===== config.mk =====
export PLATFORM = sky130hd
export DESIGN_NAME = fwd_hazard_unit
export DESIGN_NICKNAME = d
export VERILOG_FILES = /design/src/rtl/cpu_pkg.sv /design/src/rtl/fwd_sel.sv /design/src/rtl/fwd_hazard_unit.sv
export SDC_FILE = /design/constraint.sdc
export NUM_CORES = 1
export LEC_CHECK = 0
export BUFFER_PORTS_ARGS = -buffer_cell sky130_fd_sc_hd__clkbuf_2
export CAP_MARGIN = 20
export CORE_ASPECT_RATIO = 1.2
export CORE_MARGIN = 3
export CORE_UTILIZATION = 45
export CTS_BUF_LIST = sky130_fd_sc_hd__clkbuf_2 sky130_fd_sc_hd__clkbuf_4 sky130_fd_sc_hd__clkbuf_8
export DETAILED_ROUTE_END_ITERATION = 8
export PLACE_DENSITY = 0.67
export SLEW_MARGIN = 20
export SYNTH_ARGS = -nofsm -noshare
export SYNTH_HDL_FRONTEND = slang
export SYNTH_SLANG_ARGS = --single-unit

===== constraint.sdc =====
create_clock -name clk_i -period 2.91 [get_ports clk_i]
set_clock_uncertainty 0.15 [all_clocks]
set_input_delay 0.873 -clock clk_i [delete_from_list [all_inputs] [get_ports clk_i]]
set_output_delay 0.873 -clock clk_i [all_outputs]
set_load 0.03 [all_outputs]

===== src/rtl/cpu_pkg.sv =====
// cpu_pkg: forwarding select encodings, register address width and shadow-stage types
package cpu_pkg;
   localparam int REG_AW = 5;
   localparam logic [1:0] FWD_RF  = 2'b00;
   localparam logic [1:0] FWD_WB  = 2'b01;
   localparam logic [1:0] FWD_MEM = 2'b10;
   typedef struct packed {
      logic              valid;
      logic [REG_AW-1:0] rd;
      logic              regwrite;
   } stage_t;
   typedef struct packed {
      logic              valid;
      logic [REG_AW-1:0] rs;
      logic [REG_AW-1:0] rt;
      logic [REG_AW-1:0] rd;
      logic              regwrite;
      logic              memread;
   } idex_t;
endpackage


===== src/rtl/fwd_sel.sv =====
// fwd_sel: per-operand forwarding select; the youngest producer (EX/MEM) wins, r0 never forwards
module fwd_sel
   import cpu_pkg::*;
(
   input  logic              idex_valid_i,
   input  logic [REG_AW-1:0] src_i,
   input  logic              mem_valid_i,
   input  logic [REG_AW-1:0] mem_rd_i,
   input  logic              mem_we_i,
   input  logic              wb_valid_i,
   input  logic [REG_AW-1:0] wb_rd_i,
   input  logic              wb_we_i,
   output logic [1:0]        sel_o
);
   logic mem_hit, wb_hit;
   always_comb begin
      mem_hit = mem_valid_i & mem_we_i & (mem_rd_i != '0) & (mem_rd_i == src_i);
      wb_hit  = wb_valid_i & wb_we_i & (wb_rd_i != '0) & (wb_rd_i == src_i);
      sel_o   = !idex_valid_i ? FWD_RF : mem_hit ? FWD_MEM : wb_hit ? FWD_WB : FWD_RF;
   end
endmodule


===== src/rtl/fwd_hazard_unit.sv =====
// fwd_hazard_unit: shadows ID/EX, EX/MEM, MEM/WB destinations to drive EX forwarding selects,
// the load-use stall request and a saturating stall counter.
module fwd_hazard_unit
   import cpu_pkg::*;
#(
   parameter int CNT_W = 16
) (
   input  logic              clk_i,
   input  logic              rst_i,
   input  logic              id_valid_i,
   input  logic [REG_AW-1:0] id_rs_i,
   input  logic [REG_AW-1:0] id_rt_i,
   input  logic [REG_AW-1:0] id_rd_i,
   input  logic              id_regwrite_i,
   input  logic              id_memread_i,
   input  logic              flush_i,
   output logic [1:0]        fwd_a_o,
   output logic [1:0]        fwd_b_o,
   output logic              stall_o,
   output logic [CNT_W-1:0]  stall_cnt_o
);
   idex_t             idex_q, idex_d;
   stage_t            exmem_q, exmem_d, memwb_q, memwb_d;
   logic [CNT_W-1:0]  cnt_q, cnt_d;
   always_comb begin
      stall_o = id_valid_i & idex_q.valid & idex_q.memread & (idex_q.rd != '0) &
                ((idex_q.rd == id_rs_i) | (idex_q.rd == id_rt_i));
      // a flushed or stalled slot becomes a fully cleared bubble
      idex_d  = (stall_o | flush_i) ? '0 :
                '{id_valid_i, id_rs_i, id_rt_i, id_rd_i, id_regwrite_i, id_memread_i};
      exmem_d = '{idex_q.valid, idex_q.rd, idex_q.regwrite};
      memwb_d = exmem_q;
      cnt_d   = (stall_o & ~flush_i & ~&cnt_q) ? cnt_q + 1'b1 : cnt_q;
   end
   always_ff @(posedge clk_i or posedge rst_i) begin
      if (rst_i) begin
         idex_q  <= '0;
         exmem_q <= '0;
         memwb_q <= '0;
         cnt_q   <= '0;
      end else begin
         idex_q  <= idex_d;
         exmem_q <= exmem_d;
         memwb_q <= memwb_d;
         cnt_q   <= cnt_d;
      end
   end
   assign stall_cnt_o = cnt_q;
   fwd_sel u_sel_a (
      .idex_valid_i(idex_q.valid), .src_i(idex_q.rs),
      .mem_valid_i(exmem_q.valid), .mem_rd_i(exmem_q.rd), .mem_we_i(exmem_q.regwrite),
      .wb_valid_i(memwb_q.valid), .wb_rd_i(memwb_q.rd), .wb_we_i(memwb_q.regwrite),
      .sel_o(fwd_a_o)
   );
   fwd_sel u_sel_b (
      .idex_valid_i(idex_q.valid), .src_i(idex_q.rt),
      .mem_valid_i(exmem_q.valid), .mem_rd_i(exmem_q.rd), .mem_we_i(exmem_q.regwrite),
      .wb_valid_i(memwb_q.valid), .wb_rd_i(memwb_q.rd), .wb_we_i(memwb_q.regwrite),
      .sel_o(fwd_b_o)
   );
endmodule


* Word-level counts from Yosys, hierarchy flattened *
Index checks and enable logic that the tools add are counted.
W data, S select, Z words.

operators by class
  bitwise gates (word level) = 17
  reductions and logical operators = 5
  mux-type cells = 7
  equality and inequality tests = 6
  $add $sub $neg = 1

operators by type and width
  operator                 count
  $eq A5 B5 Y1             6
  $mux W18                 1
  $add A16 B1 Y16 const B  1
  $reduce_and A16 Y1       1
  $reduce_bool A5 Y1       3
  $and A1 B1 Y1            14
  $mux W2                  4
  $mux W1                  2
  $or A1 B1 Y1             2
  $logic_not A1 Y1         1
  $not A1 Y1               1

storage, ports and cells
  output and inout bits = 21
  register bits after elaboration = 48
  word-level logic and storage cells = 49
  bits of input ports = 21

* Logic depth before layout (Yosys ltp) *
Gate-level depths: netlist of run 1.

  depth in word-level cells = 6
  gate-level depth with buffers = 7
  mapped depth without buffers = 6

* By module *
From an unflattened synthesis of run 1, not the netlist that was laid out.

unflattened totals
  cells, all modules = 197
  area total of the unflattened synthesis = 2298.5 um^2

modules (own cells, without submodules)
  module           area each (um^2)  sequential area each (um^2)  times used  cells an instance
  fwd_hazard_unit  1948.1            1201.2                       1           151
  fwd_sel          175.2             0.0                          2           23

* Worst setup path after synthesis of run 1 *
Ideal clock, no wire load.

  kind = register -> output
  start = reg exmem_q[1] in the netlist's numbering
  end = out fwd_b_o[0]
  setup slack = -315 ps
  data arrival time = 2202 ps
  cell stages (with the launch flop) = 5
  buffers on the path = 0
  data required time = 1887 ps
  path through = dfrtp_1 > or4_1 > o211ai_1 > nor4_1 > nor4_1

on the way
  word-level cells in the longest chain between the ends = 5
  elaborated cells on any way between the ends = 6
  classes of those cells = eq/ne (1); mux (2); bitwise (2); reduce/logical (1)

ends and longest elaborated chain
  element                   RTL line               source
  start: declaration        fwd_hazard_unit.sv:23  stage_t exmem_q, exmem_d, memwb_q, memwb_d;
  start signal: assignment  fwd_hazard_unit.sv:43  exmem_q <= exmem_d;
  $reduce_bool A5 Y1        fwd_sel.sv:17          mem_hit = mem_valid_i & mem_we_i & (mem_rd_i != '0) & (mem_rd_i == src_i);
  $and A1 B1 Y1             fwd_sel.sv:17
  $and A1 B1 Y1 *           fwd_sel.sv:17
  $mux W2 * (2 in series)   fwd_sel.sv:19          sel_o = !idex_valid_i ? FWD_RF : mem_hit ? FWD_MEM : wb_hit ? FWD_WB : FWD_RF;
  end: declaration          fwd_hazard_unit.sv:18  output logic [1:0] fwd_b_o,

Mark *: on every way between the ends. The rest lies on a longest branch, timed or not.

* Worst setup path in the final report of run 1 *
  start = reg memwb_q[4] in the netlist's numbering
  end = out fwd_b_o[0]

on the way
  word-level cells in the longest chain between the ends = 6
  elaborated cells on any way between the ends = 7
  classes of those cells = eq/ne (1); mux (3); bitwise (2); reduce/logical (1)

ends and longest elaborated chain
  element                   RTL line               source
  start: declaration        fwd_hazard_unit.sv:23
  start signal: assignment  fwd_hazard_unit.sv:44  memwb_q <= memwb_d;
  $reduce_bool A5 Y1        fwd_sel.sv:18          wb_hit = wb_valid_i & wb_we_i & (wb_rd_i != '0) & (wb_rd_i == src_i);
  $and A1 B1 Y1             fwd_sel.sv:18
  $and A1 B1 Y1 *           fwd_sel.sv:18
  $mux W1 *                 fwd_sel.sv:19
  $mux W2 * (2 in series)   fwd_sel.sv:19

Marked as above.

==> results.cfg, run 1 <==
[route]
vias = 1499
dr.first_iter.drc_count = 30
ant_nets = 0
remaining_drc_errors = 0
postRouteWirelength_microns = 4190
wl_per_cell_microns = 13.6
viasPerCell = 4.88
dr.pass1.iters = 4

[grt]
antenna_found_initial = 0
gr-usage-all-layers_pct = 15.8
first_global_vias = 1527
overflow = 0
grt_max_degree = 20
grt_first_pass_wirelength_microns = 7070

[floorplan]
core_region_area_sq_mm = 0.00463
die_height_microns = 82.3
placement_rows = 27
io-pin-count = 42
die_w_microns = 69.6
dieArea_sq_mm = 0.00572
initial_core_util_pct = 47.1

[critical_path]
reg_to_reg_slack_setup_ns = 0.57
timing.reg2reg.worst_path_depth = 8
crit_path_max_fanout = 2
critical_path_class = register to primary output
worstPathCellList = or4_4 > o2111ai_2 > or4_4 > nor4_2 > buf_4
worstSetupEndpointType = primary output
reg2reg_from = exmem_d[4]
worst_ep_arrival_time_ns = 1.97
timing.critical_path.from_type = register
slowest_stage = sky130_fd_sc_hd__or4_4
critPathMostFrequentCell = sky130_fd_sc_hd__or4_4
timing.rr.end = stall_cnt_o[1]
crit_path_max_incr_delay_ns = 0.56
crit_required_ns = 1.89

[synth]
synth-main-ff-cell = sky130_fd_sc_hd__dfrtp_1
netlist_area_sq_mm = 0.00218
ys.warnings.count = 0
synth.ff_latch_count = 48
ys_types = 30
syn-num-nets = 206
synth.yosys.seq_area_share_pct = 55.0
number_of_enable_type_register_cells_in_the_synthesized_netlist = 0
syn-instance-count = 184
async_reset_ff_share_pct = 100
ys_top_cells_by_area = sky130_fd_sc_hd__dfrtp_1 55%, sky130_fd_sc_hd__xnor2_1 13%, sky130_fd_sc_hd__and2_2 5.8%
synth.avg_cell_area_sq_um = 11.9
area_share_of_the_largest_cell_type_after_synthesis_pct = 55.0
synth_largest_area_cell = sky130_fd_sc_hd__dfrtp_1

[sta]
grt_setup_unrepaired = yes
max_slew_margin_pct = 75.3
slew_violations = 0
final.period_utilization_pct = 103
final_critical_path_setup_slack_ns = -0.0813
max_freq_mhz = 334
finalHoldViolCount = 0
number_of_failing_setup_endpoints_in_the_final_timing_report = 4
min_cycle_time_layout_ns = 2.99
worst_pin_slew_ns = 0.370

[min_path]
worst_hold_path_type = register to register
startpoint_of_the_most_critical_hold_path = exmem_d[0]
hold_end = exmem_q[0]
hold_depth = 0

[power_and_ir_drop]
power.combinational.fraction_pct = 10.3
sequentialPowerShare_pct = 53.6
sw_frac_of_total_pct = 23.2
power-per-cell-area_mw_per_mm2 = 473
power.ir.vdd_worst_mv = 0.311
total_leakage_power_nw = 1.32
internal_power_mw = 1.02
clock_power_share_pct = 36.1
total_switching_power_mw = 0.308

[clock_network]
count_of_clock_tree_sinks = 48
cts_tree = done
cts_inserted_buffers = 5
clkSlewWorstSetupHoldPaths_ns = 0.09
cts_max_path_buffers = 2
holdBufCountCts = 0
ctsRootBufferMaster = sky130_fd_sc_hd__clkbuf_8
htree_levels = 2
clkLatencyLatePin_ns = 0.30

[status]
violations = negative setup slack
run_status = finished, violations left

[placement]
gpl.final_weighted_congestion = 0.796
place.detailed.hpwl_microns = 3230
place.port_buffers = 41
place_inst = 290

[final_layout]
areaGrowthSynthToFinish_pct = 28.3
drive_gt1_share_pct = 40.6
final_cells = 307
nNetsFinal = 270
fillerInstances = 389
antennaDiodeCount = 0
layout.cells.most_common = sky130_fd_sc_hd__dfrtp_1
mostFrequentLayoutCells = 48 x sky130_fd_sc_hd__dfrtp_1, 36 x sky130_fd_sc_hd__clkbuf_2, 32 x sky130_fd_sc_hd__xnor2_1, 20 x sky130_fd_sc_hd__buf_4, 16 x sky130_fd_sc_hd__and2_2
post-route-util_pct = 60.5

[run]
timing.max_cap.violations = 0
-- critical path: cells and delay by family, from the launching register on --
kind                   cells  cell delay (ns)
AO/OA/AOI/OAI              1             0.13
buffers and inverters      1             0.20
AND/OR/NAND/NOR            3             0.98
flip-flops                 1             0.38
-- per-stage QoR --
step	power, mW	TNS, ns	hold slack, ns	setup WS [ns]	instance area [sq um]
after floorplan	0.800	0	0.181	0.0103	2200
after global placement	0.845	0	0.193	0.0801	2530
after detailed placement	0.846	0	0.199	0.0916	2530
after CTS	1.34	-0.281	0.216	-0.115	2780
after global routing	1.39	-0.491	0.216	-0.181	2800
final	1.33	-0.112	0.210	-0.0813	2800
-- synthesized netlist by cell type, types with 2 or more instances --
cell                        n
sky130_fd_sc_hd__inv_1      3
sky130_fd_sc_hd__nand3b_1   3
sky130_fd_sc_hd__nor3_1     4
sky130_fd_sc_hd__nand3_1   13
sky130_fd_sc_hd__xnor2_1   32
sky130_fd_sc_hd__or4_1      4
sky130_fd_sc_hd__buf_2      2
sky130_fd_sc_hd__and2_1     5
sky130_fd_sc_hd__dfrtp_1   48
sky130_fd_sc_hd__nand2_1    7
sky130_fd_sc_hd__nand4_1    7
sky130_fd_sc_hd__xor2_1    12
sky130_fd_sc_hd__nor2_1     5
sky130_fd_sc_hd__nor4_1     4
sky130_fd_sc_hd__and3_1     4
sky130_fd_sc_hd__and2_2    17
-- final cells by class --
class                      count  area (sq um)  area share (%)
clock buffer                   5          68.8            2.46
sequential                    48          1200            42.9
tap                           58          72.6            2.59
multi-input combinational    129          1010            36.1
clock inverter                 3          46.3            1.65
inverter                       4          15.0           0.536
timing repair buffer          60           387            13.8
-- sequential cells by signal (all words and copies together), names as in the netlist --
signal,cells
exmem_q,7
exmem_d,7
idex_q,11
stall_cnt_o,16
memwb_q,7
-- per-layer routing --
| metal | routed length [microns] | part of all wire (%) | vias up | GRT usage, % |
|---|---|---|---|---|
| met5 | 0 | 0 | - | 0 |
| met4 | 74 | 1.8 | 0 | 5.66 |
| met3 | 157 | 3.8 | 6 | 3.63 |
| met2 | 2160 | 52 | 30 | 28.1 |
| met1 | 1790 | 43 | 711 | 19.0 |
| li1 | - | - | 752 | - |
-- worst max path at each step --
stage	from	end	slack, ns	cells past startpoint
2_1_floorplan	exmem_q[1]	fwd_b_o[0]	0.01	4
6_report	memwb_q[4]	fwd_b_o[0]	-0.08	5
4_1_cts	exmem_q[3]	fwd_b_o[0]	-0.11	5
3_5_place_dp	id_rt_i[0]	stall_o	0.09	6
3_3_place_gp	id_rt_i[0]	stall_o	0.08	6
5_1_grt	memwb_q[4]	fwd_b_o[0]	-0.18	5
-- kinds of logic after synthesis --
group	synth area share, %
adder cells (fa/ha/maj)	0.573
buffers and inverters	1.66
AND/OR/NAND/NOR	20.8
XOR/XNOR	17.7
flip-flops	55.0
multiplexers	0.975
AO/OA/AOI/OAI	3.33
-- power by group through the flow --
stage | logic (mW) | clock network, mW | registers, mW
floorplan | 0.0759 | 0 | 0.724
global placement | 0.120 | 0 | 0.725
detailed placement | 0.120 | 0 | 0.726
CTS | 0.136 | 0.490 | 0.711
global route | 0.150 | 0.521 | 0.714
finish | 0.136 | 0.479 | 0.710
-- repair_timing --
action	in CTS	in global routing
pin swaps	8	3
setup buffers	8	1
setup endpoints to repair	5	5
resized for setup	15	5
Note: power is estimated with default switching activity, not from simulation.
==> inputs of run 2 (changes only) <==
--- a/config.mk
+++ b/config.mk
@@ -14,2 +14,3 @@
 export DETAILED_ROUTE_END_ITERATION = 8
+export MAX_ROUTING_LAYER = met4
 export PLACE_DENSITY = 0.67
--- a/constraint.sdc
+++ b/constraint.sdc
@@ -4,2 +4,2 @@
 set_output_delay 0.873 -clock clk_i [all_outputs]
-set_load 0.03 [all_outputs]
+set_load 0.05 [all_outputs]
==> run 2 against run 1 <==
Effect of this change:
- the run still ends with negative setup slack left
- combinational power is 3% higher
- maximum frequency is 1.9% lower
- clock power is 20% lower
- core utilization is 0.24 points lower
- global-route usage is 0.73 points higher
- design area is 0.40% lower
- cell count is 0.65% higher
- flip-flop and latch count stayed put
- largest power group unchanged
==> results.cfg, run 2 (synthesis results as in run 1) <==
[critical_path]
timing.rr.end = stall_cnt_o[1]
worstSetupEndpointType = primary output
timing.reg2reg.worst_path_depth = 7
crit_required_ns = 1.89
worstSetupStartpoint = memwb_q[5]
critical_path_class = register to primary output
reg_to_reg_slack_setup_ns = 0.69
crit_path_max_fanout = 2
worst_ep_arrival_time_ns = 2.03
reg2reg_from = exmem_d[2]
timing.critical_path.from_type = register

[sta]
worst_pin_slew_ns = 0.390
min_cycle_time_layout_ns = 3.05
number_of_failing_setup_endpoints_in_the_final_timing_report = 4
finalHoldViolCount = 0
final_critical_path_setup_slack_ns = -0.139
max_freq_mhz = 328
slew_violations = 0
grt_setup_unrepaired = yes
max_slew_margin_pct = 73.9
final.period_utilization_pct = 105

[power_and_ir_drop]
power-per-cell-area_mw_per_mm2 = 442
total_switching_power_mw = 0.304
power.combinational.fraction_pct = 11.4
sw_frac_of_total_pct = 24.7
power.ir.vdd_worst_mv = 0.277
internal_power_mw = 0.928
clock_power_share_pct = 31.0
sequentialPowerShare_pct = 57.6
total_leakage_power_nw = 1.33
finalPower_mw = 1.23

[final_layout]
flip_flop_count_of_the_largest_register_all_copies_and_words_added = 16
areaGrowthSynthToFinish_pct = 27.8
final_cells = 309
drive_gt1_share_pct = 39.8
mostFrequentLayoutCells = 48 x sky130_fd_sc_hd__dfrtp_1, 36 x sky130_fd_sc_hd__clkbuf_2, 32 x sky130_fd_sc_hd__xnor2_1, 19 x sky130_fd_sc_hd__buf_4, 16 x sky130_fd_sc_hd__and2_2
layout.cells.most_common = sky130_fd_sc_hd__dfrtp_1
nNetsFinal = 272
postLayoutCellArea_sq_mm = 0.00279
antennaDiodeCount = 0

[clock_network]
cts_tree = done
cts_max_path_buffers = 2
clkLatencyLatePin_ns = 0.30
cts_inserted_buffers = 5
htree_levels = 2
holdBufCountCts = 0
clkSlewWorstSetupHoldPaths_ns = 0.08
count_of_clock_tree_sinks = 48
ctsRootBufferMaster = sky130_fd_sc_hd__clkbuf_8

[floorplan]
placement_rows = 27
io-pin-count = 42
die_w_microns = 69.6
die_height_microns = 82.3
dieArea_sq_mm = 0.00572
core_region_area_sq_mm = 0.00463
initial_core_util_pct = 47.1

[min_path]
worst_hold_path_type = register to register
hold_end = exmem_q[0]
startpoint_of_the_most_critical_hold_path = exmem_d[0]
hold_depth = 0

[placement]
place_inst = 292
place.port_buffers = 41
gpl.final_weighted_congestion = 0.800
place.detailed.hpwl_microns = 3270
placedInstanceArea_sq_mm = 0.00255

[grt]
antenna_found_initial = 0
first_global_vias = 1584
grt_max_degree = 19
grt_first_pass_wirelength_microns = 7130
overflow = 0
gr-usage-all-layers_pct = 16.6

[route]
ant_nets = 0
wl_per_cell_microns = 13.9
postRouteWirelength_microns = 4280
dr.first_iter.drc_count = 18
remaining_drc_errors = 0
dr.pass1.iters = 4
viasPerCell = 4.96
vias = 1534

[status]
run_status = finished, violations left
violations = negative setup slack

[run]
timing.max_cap.violations = 0
==> run 2: worst max-delay path by stage <==
stage	to	slack, ns
floorplan	fwd_b_o[0]	-0.30
CTS	fwd_b_o[0]	-0.15
global route	fwd_b_o[0]	-0.24
finish	fwd_b_o[0]	-0.14
global placement	stall_o	0.02
detailed placement	fwd_b_o[0]	0.01
==> run 2: final cells by class <==
class,count,area [sq um]
tap,58,72.6
clock inverter,3,18.8
sequential,48,1200
multi-input combinational,129,996
timing repair buffer,62,417
fill,389,1840
clock buffer,5,68.8
inverter,4,15.0
==> run 2: metal layers <==
metal	vias up	global-route usage (%)	routed length, microns
li1	757	-	-
met1	733	18.3	1770
met2	37	30.2	2290
met3	7	2.18	154
met4	0	7.62	72
met5	-	-	0
==> run 2: critical path, stage by stage (launching register included) <==
cell                       delay [ns]
sky130_fd_sc_hd__dfrtp_1         0.40
sky130_fd_sc_hd__buf_6           0.13
sky130_fd_sc_hd__xor2_1          0.14
sky130_fd_sc_hd__or4_1           0.52
sky130_fd_sc_hd__nor4_2          0.31
sky130_fd_sc_hd__clkbuf_8        0.23
==> run 2: timing repair <==
action / CTS / global route
gates resized for setup: 17 / 2
buffers inserted: 9 / 0
endpoints found under the setup margin: 5 / 5
pin swaps: 9 / 1
==> run 2: power by group through the flow <==
stage | clock (mW) | combinational, mW | sequential [mW]
2_1_floorplan | 0 | 0.0762 | 0.725
3_3_place_gp | 0 | 0.125 | 0.724
3_5_place_dp | 0 | 0.126 | 0.725
4_1_cts | 0.396 | 0.142 | 0.710
5_1_grt | 0.423 | 0.154 | 0.713
6_report | 0.382 | 0.140 | 0.710
==> run 2: through the flow <==
stage                     setup TNS, ns  util, %  worst slack, ns  hold slack (ns)
after global routing             -0.592     60.3           -0.238            0.221
after global placement                0     55.1           0.0182            0.193
after CTS                        -0.225     60.2           -0.147            0.210
after detailed placement              0     55.1          0.00960            0.193
after floorplan                  -0.300        -           -0.300            0.181
final                            -0.227     60.3           -0.139            0.209
==> inputs of run 3 (changes only) <==
Settings changed: ABC_AREA set to 1, CTS_CLUSTER_SIZE set to 20, PLACE_DENSITY 0.67 to 0.66.
==> run 3 against run 2 <==
Effect of this change:
- the run now ends clean
- register-to-register slack gained 0.25 ns
- flip-flop and latch count is the same
- maximum frequency grew 8.6%
- non-clock buffer count shrank 18
- cell count grew 36%
- combinational power shrank 11%
- design area grew 3.9%
- core utilization shrank 6.0 points
- hold slack lost 0.0028 ns
- critical endpoint is now stall_o
==> results.cfg, run 3 <==
[status]
run_status = finished clean

[final_layout]
nNetsFinal = 379
drive_gt1_share_pct = 18.2
fillerInstances = 500
areaGrowthSynthToFinish_pct = 15.9
layout.cells.most_common = sky130_fd_sc_hd__nand2_1
antennaDiodeCount = 0
mostFrequentLayoutCells = 92 x sky130_fd_sc_hd__nand2_1, 48 x sky130_fd_sc_hd__dfrtp_1, 42 x sky130_fd_sc_hd__nor2_1, 39 x sky130_fd_sc_hd__clkbuf_2, 36 x sky130_fd_sc_hd__inv_1
flip_flop_count_of_the_largest_register_all_copies_and_words_added = 16

[floorplan]
dieArea_sq_mm = 0.00649
initial_core_util_pct = 46.8
placement_rows = 29
die_height_microns = 87.6
die_w_microns = 74.0
core_region_area_sq_mm = 0.00533
io-pin-count = 42

[synth]
synth.yosys.seq_area_share_pct = 48.1
ys_top_cells_by_area = sky130_fd_sc_hd__dfrtp_1 48%, sky130_fd_sc_hd__nand2_1 14%, sky130_fd_sc_hd__xnor2_1 6.7%
area_share_of_the_largest_cell_type_after_synthesis_pct = 48.1
number_of_enable_type_register_cells_in_the_synthesized_netlist = 0
synth_largest_area_cell = sky130_fd_sc_hd__dfrtp_1
synth-main-ff-cell = sky130_fd_sc_hd__dfrtp_1
post-synth-top-count-cell = sky130_fd_sc_hd__nand2_1
syn-num-nets = 333
ys.warnings.count = 0
synth.ff_latch_count = 48
async_reset_ff_share_pct = 100
netlist_area_sq_mm = 0.00250
synth.avg_cell_area_sq_um = 8.03
synth_top_cells_by_count = 92 x sky130_fd_sc_hd__nand2_1, 48 x sky130_fd_sc_hd__dfrtp_1, 42 x sky130_fd_sc_hd__nor2_1, 37 x sky130_fd_sc_hd__inv_1, 25 x sky130_fd_sc_hd__nand4_1
syn-instance-count = 311
ys_types = 25

[route]
postRouteWirelength_microns = 4960
viasPerCell = 4.95
remaining_drc_errors = 0
dr.pass1.iters = 4
wl_per_cell_microns = 11.8
dr.first_iter.drc_count = 105
vias = 2078
ant_nets = 0

[critical_path]
slowest_stage = sky130_fd_sc_hd__buf_4
timing.critical_path.from_type = input port
path_buf_inv = 4
crit_path_max_incr_delay_ns = 0.18
crit_required_ns = 1.89
worstPathCellList = clkbuf_2 > inv_1 > nand2_1 > nand2_1 > nor2_1 > nand3_1 > nand2_4 > nand2_2 > inv_1 > buf_4
worst_ep_arrival_time_ns = 1.78
crit_path_max_fanout = 2
critical_path_class = input port to primary output
critical_path.top_delay_family = simple AND/OR/NAND/NOR gates
worstSetupEndpointType = primary output

[sta]
finalHoldViolCount = 0
grt_setup_unrepaired = no
timing.setup.tns_ns = 0
final_critical_path_setup_slack_ns = 0.103
max_slew_margin_pct = 73.3
min_cycle_time_layout_ns = 2.81
worst_pin_slew_ns = 0.399
max_freq_mhz = 356
final.period_utilization_pct = 96.5
number_of_failing_setup_endpoints_in_the_final_timing_report = 0
slew_violations = 0

[power_and_ir_drop]
power-per-cell-area_mw_per_mm2 = 460
power.ir.vdd_worst_mv = 0.267
total_leakage_power_nw = 1.57
finalPower_mw = 1.33

[grt]
first_global_vias = 2045
grt_max_degree = 32
overflow = 0
gr_util_met1_pct = 23.4
busiest_layer = met2
globalRouteMet3Util_pct = 3.44
groute.layer.met2.usage_pct = 27.9
gr-usage-all-layers_pct = 17.8
antenna_found_initial = 0
grt_first_pass_wirelength_microns = 8800

[clock_network]
clkSlewWorstSetupHoldPaths_ns = 0.09
cts_max_path_buffers = 2
cts_inserted_buffers = 5
htree_levels = 2
count_of_clock_tree_sinks = 48
ctsRootBufferMaster = sky130_fd_sc_hd__clkbuf_8
cts_tree = done
clkLatencyLatePin_ns = 0.30

[placement]
place_ws_ns = 0.0478
place.port_buffers = 41
gpl.final_weighted_congestion = 0.901
place.detailed.hpwl_microns = 3710

[run]
timing.max_cap.violations = 0

[min_path]
worst_hold_path_type = register to register
## run 3: layout make-up
class / instances / area (sq um) / share of cell area [%]
sequential: 48 / 1200 / 41.5
clock buffer: 5 / 68.8 / 2.38
inverter: 41 / 154 / 5.31
tap: 62 / 77.6 / 2.68
multi-input combinational: 217 / 1120 / 38.5
timing repair buffer: 44 / 233 / 8.03
clock inverter: 3 / 46.3 / 1.60
## run 3: kinds of logic (layout without fill, tap and decap cells)
group                      after synthesis  count (layout)  share of synthesized area (%)
xor gates and xnor gates                28              28                           9.81
buffers and inverters                   46              93                           7.51
and+or+nand+nor                        184             184                           33.2
adders and majority gates                1               1                          0.501
DFF                                     48              48                           48.1
AOI/OAI and AO/OA                        4               4                          0.901
## run 3: per-stage QoR
| stage | hold WS [ns] | cell area, sq um | std cells | util (%) |
|---|---|---|---|---|
| after floorplan | 0.181 | 2500 | 311 | - |
| after global placement | 0.186 | 2780 | 412 | 52.1 |
| after detailed placement | 0.187 | 2780 | 412 | 52.1 |
| after CTS | 0.210 | 2890 | 420 | 54.2 |
| after global routing | 0.212 | 2900 | 420 | 54.3 |
| final | 0.207 | 2900 | 420 | 54.3 |
## run 3: power by group
part           switching (mW)  internal (mW)
clock network           0.235          0.259
registers              0.0238          0.690
logic                  0.0746         0.0498
total                   0.333          0.999
## run 3: worst paths after layout
check / slack (ns) / cells after the start / start / end
worst max-delay path: 0.10 / 10 / id_rt_i[3] / stall_o
worst min-delay path: 0.21 / 0 / exmem_d[0] / exmem_q[0]
worst max register to register: 0.94 / 9 / stall_cnt_o[0] / stall_cnt_o[5]
worst min register to register: 0.21 / 0 / exmem_d[0] / exmem_q[0]
max in group asynchronous: 1.52 / 3 / rst_i / stall_cnt_o[10]
min in group asynchronous: 0.37 / 2 / rst_i / stall_cnt_o[6]
## run 3: metal layers
metal	wire (microns)	share of wire, %
met4	78	1.6
met2	2300	46
met1	2370	48
met5	0	0
met3	215	4.3
## run 3: repair_timing
item / 4_1_cts / 5_1_grt
setup endpoints to repair: 0 / 2
resized for setup: 0 / 5
buffers inserted: 0 / 0
hold buffers: 0 / 0
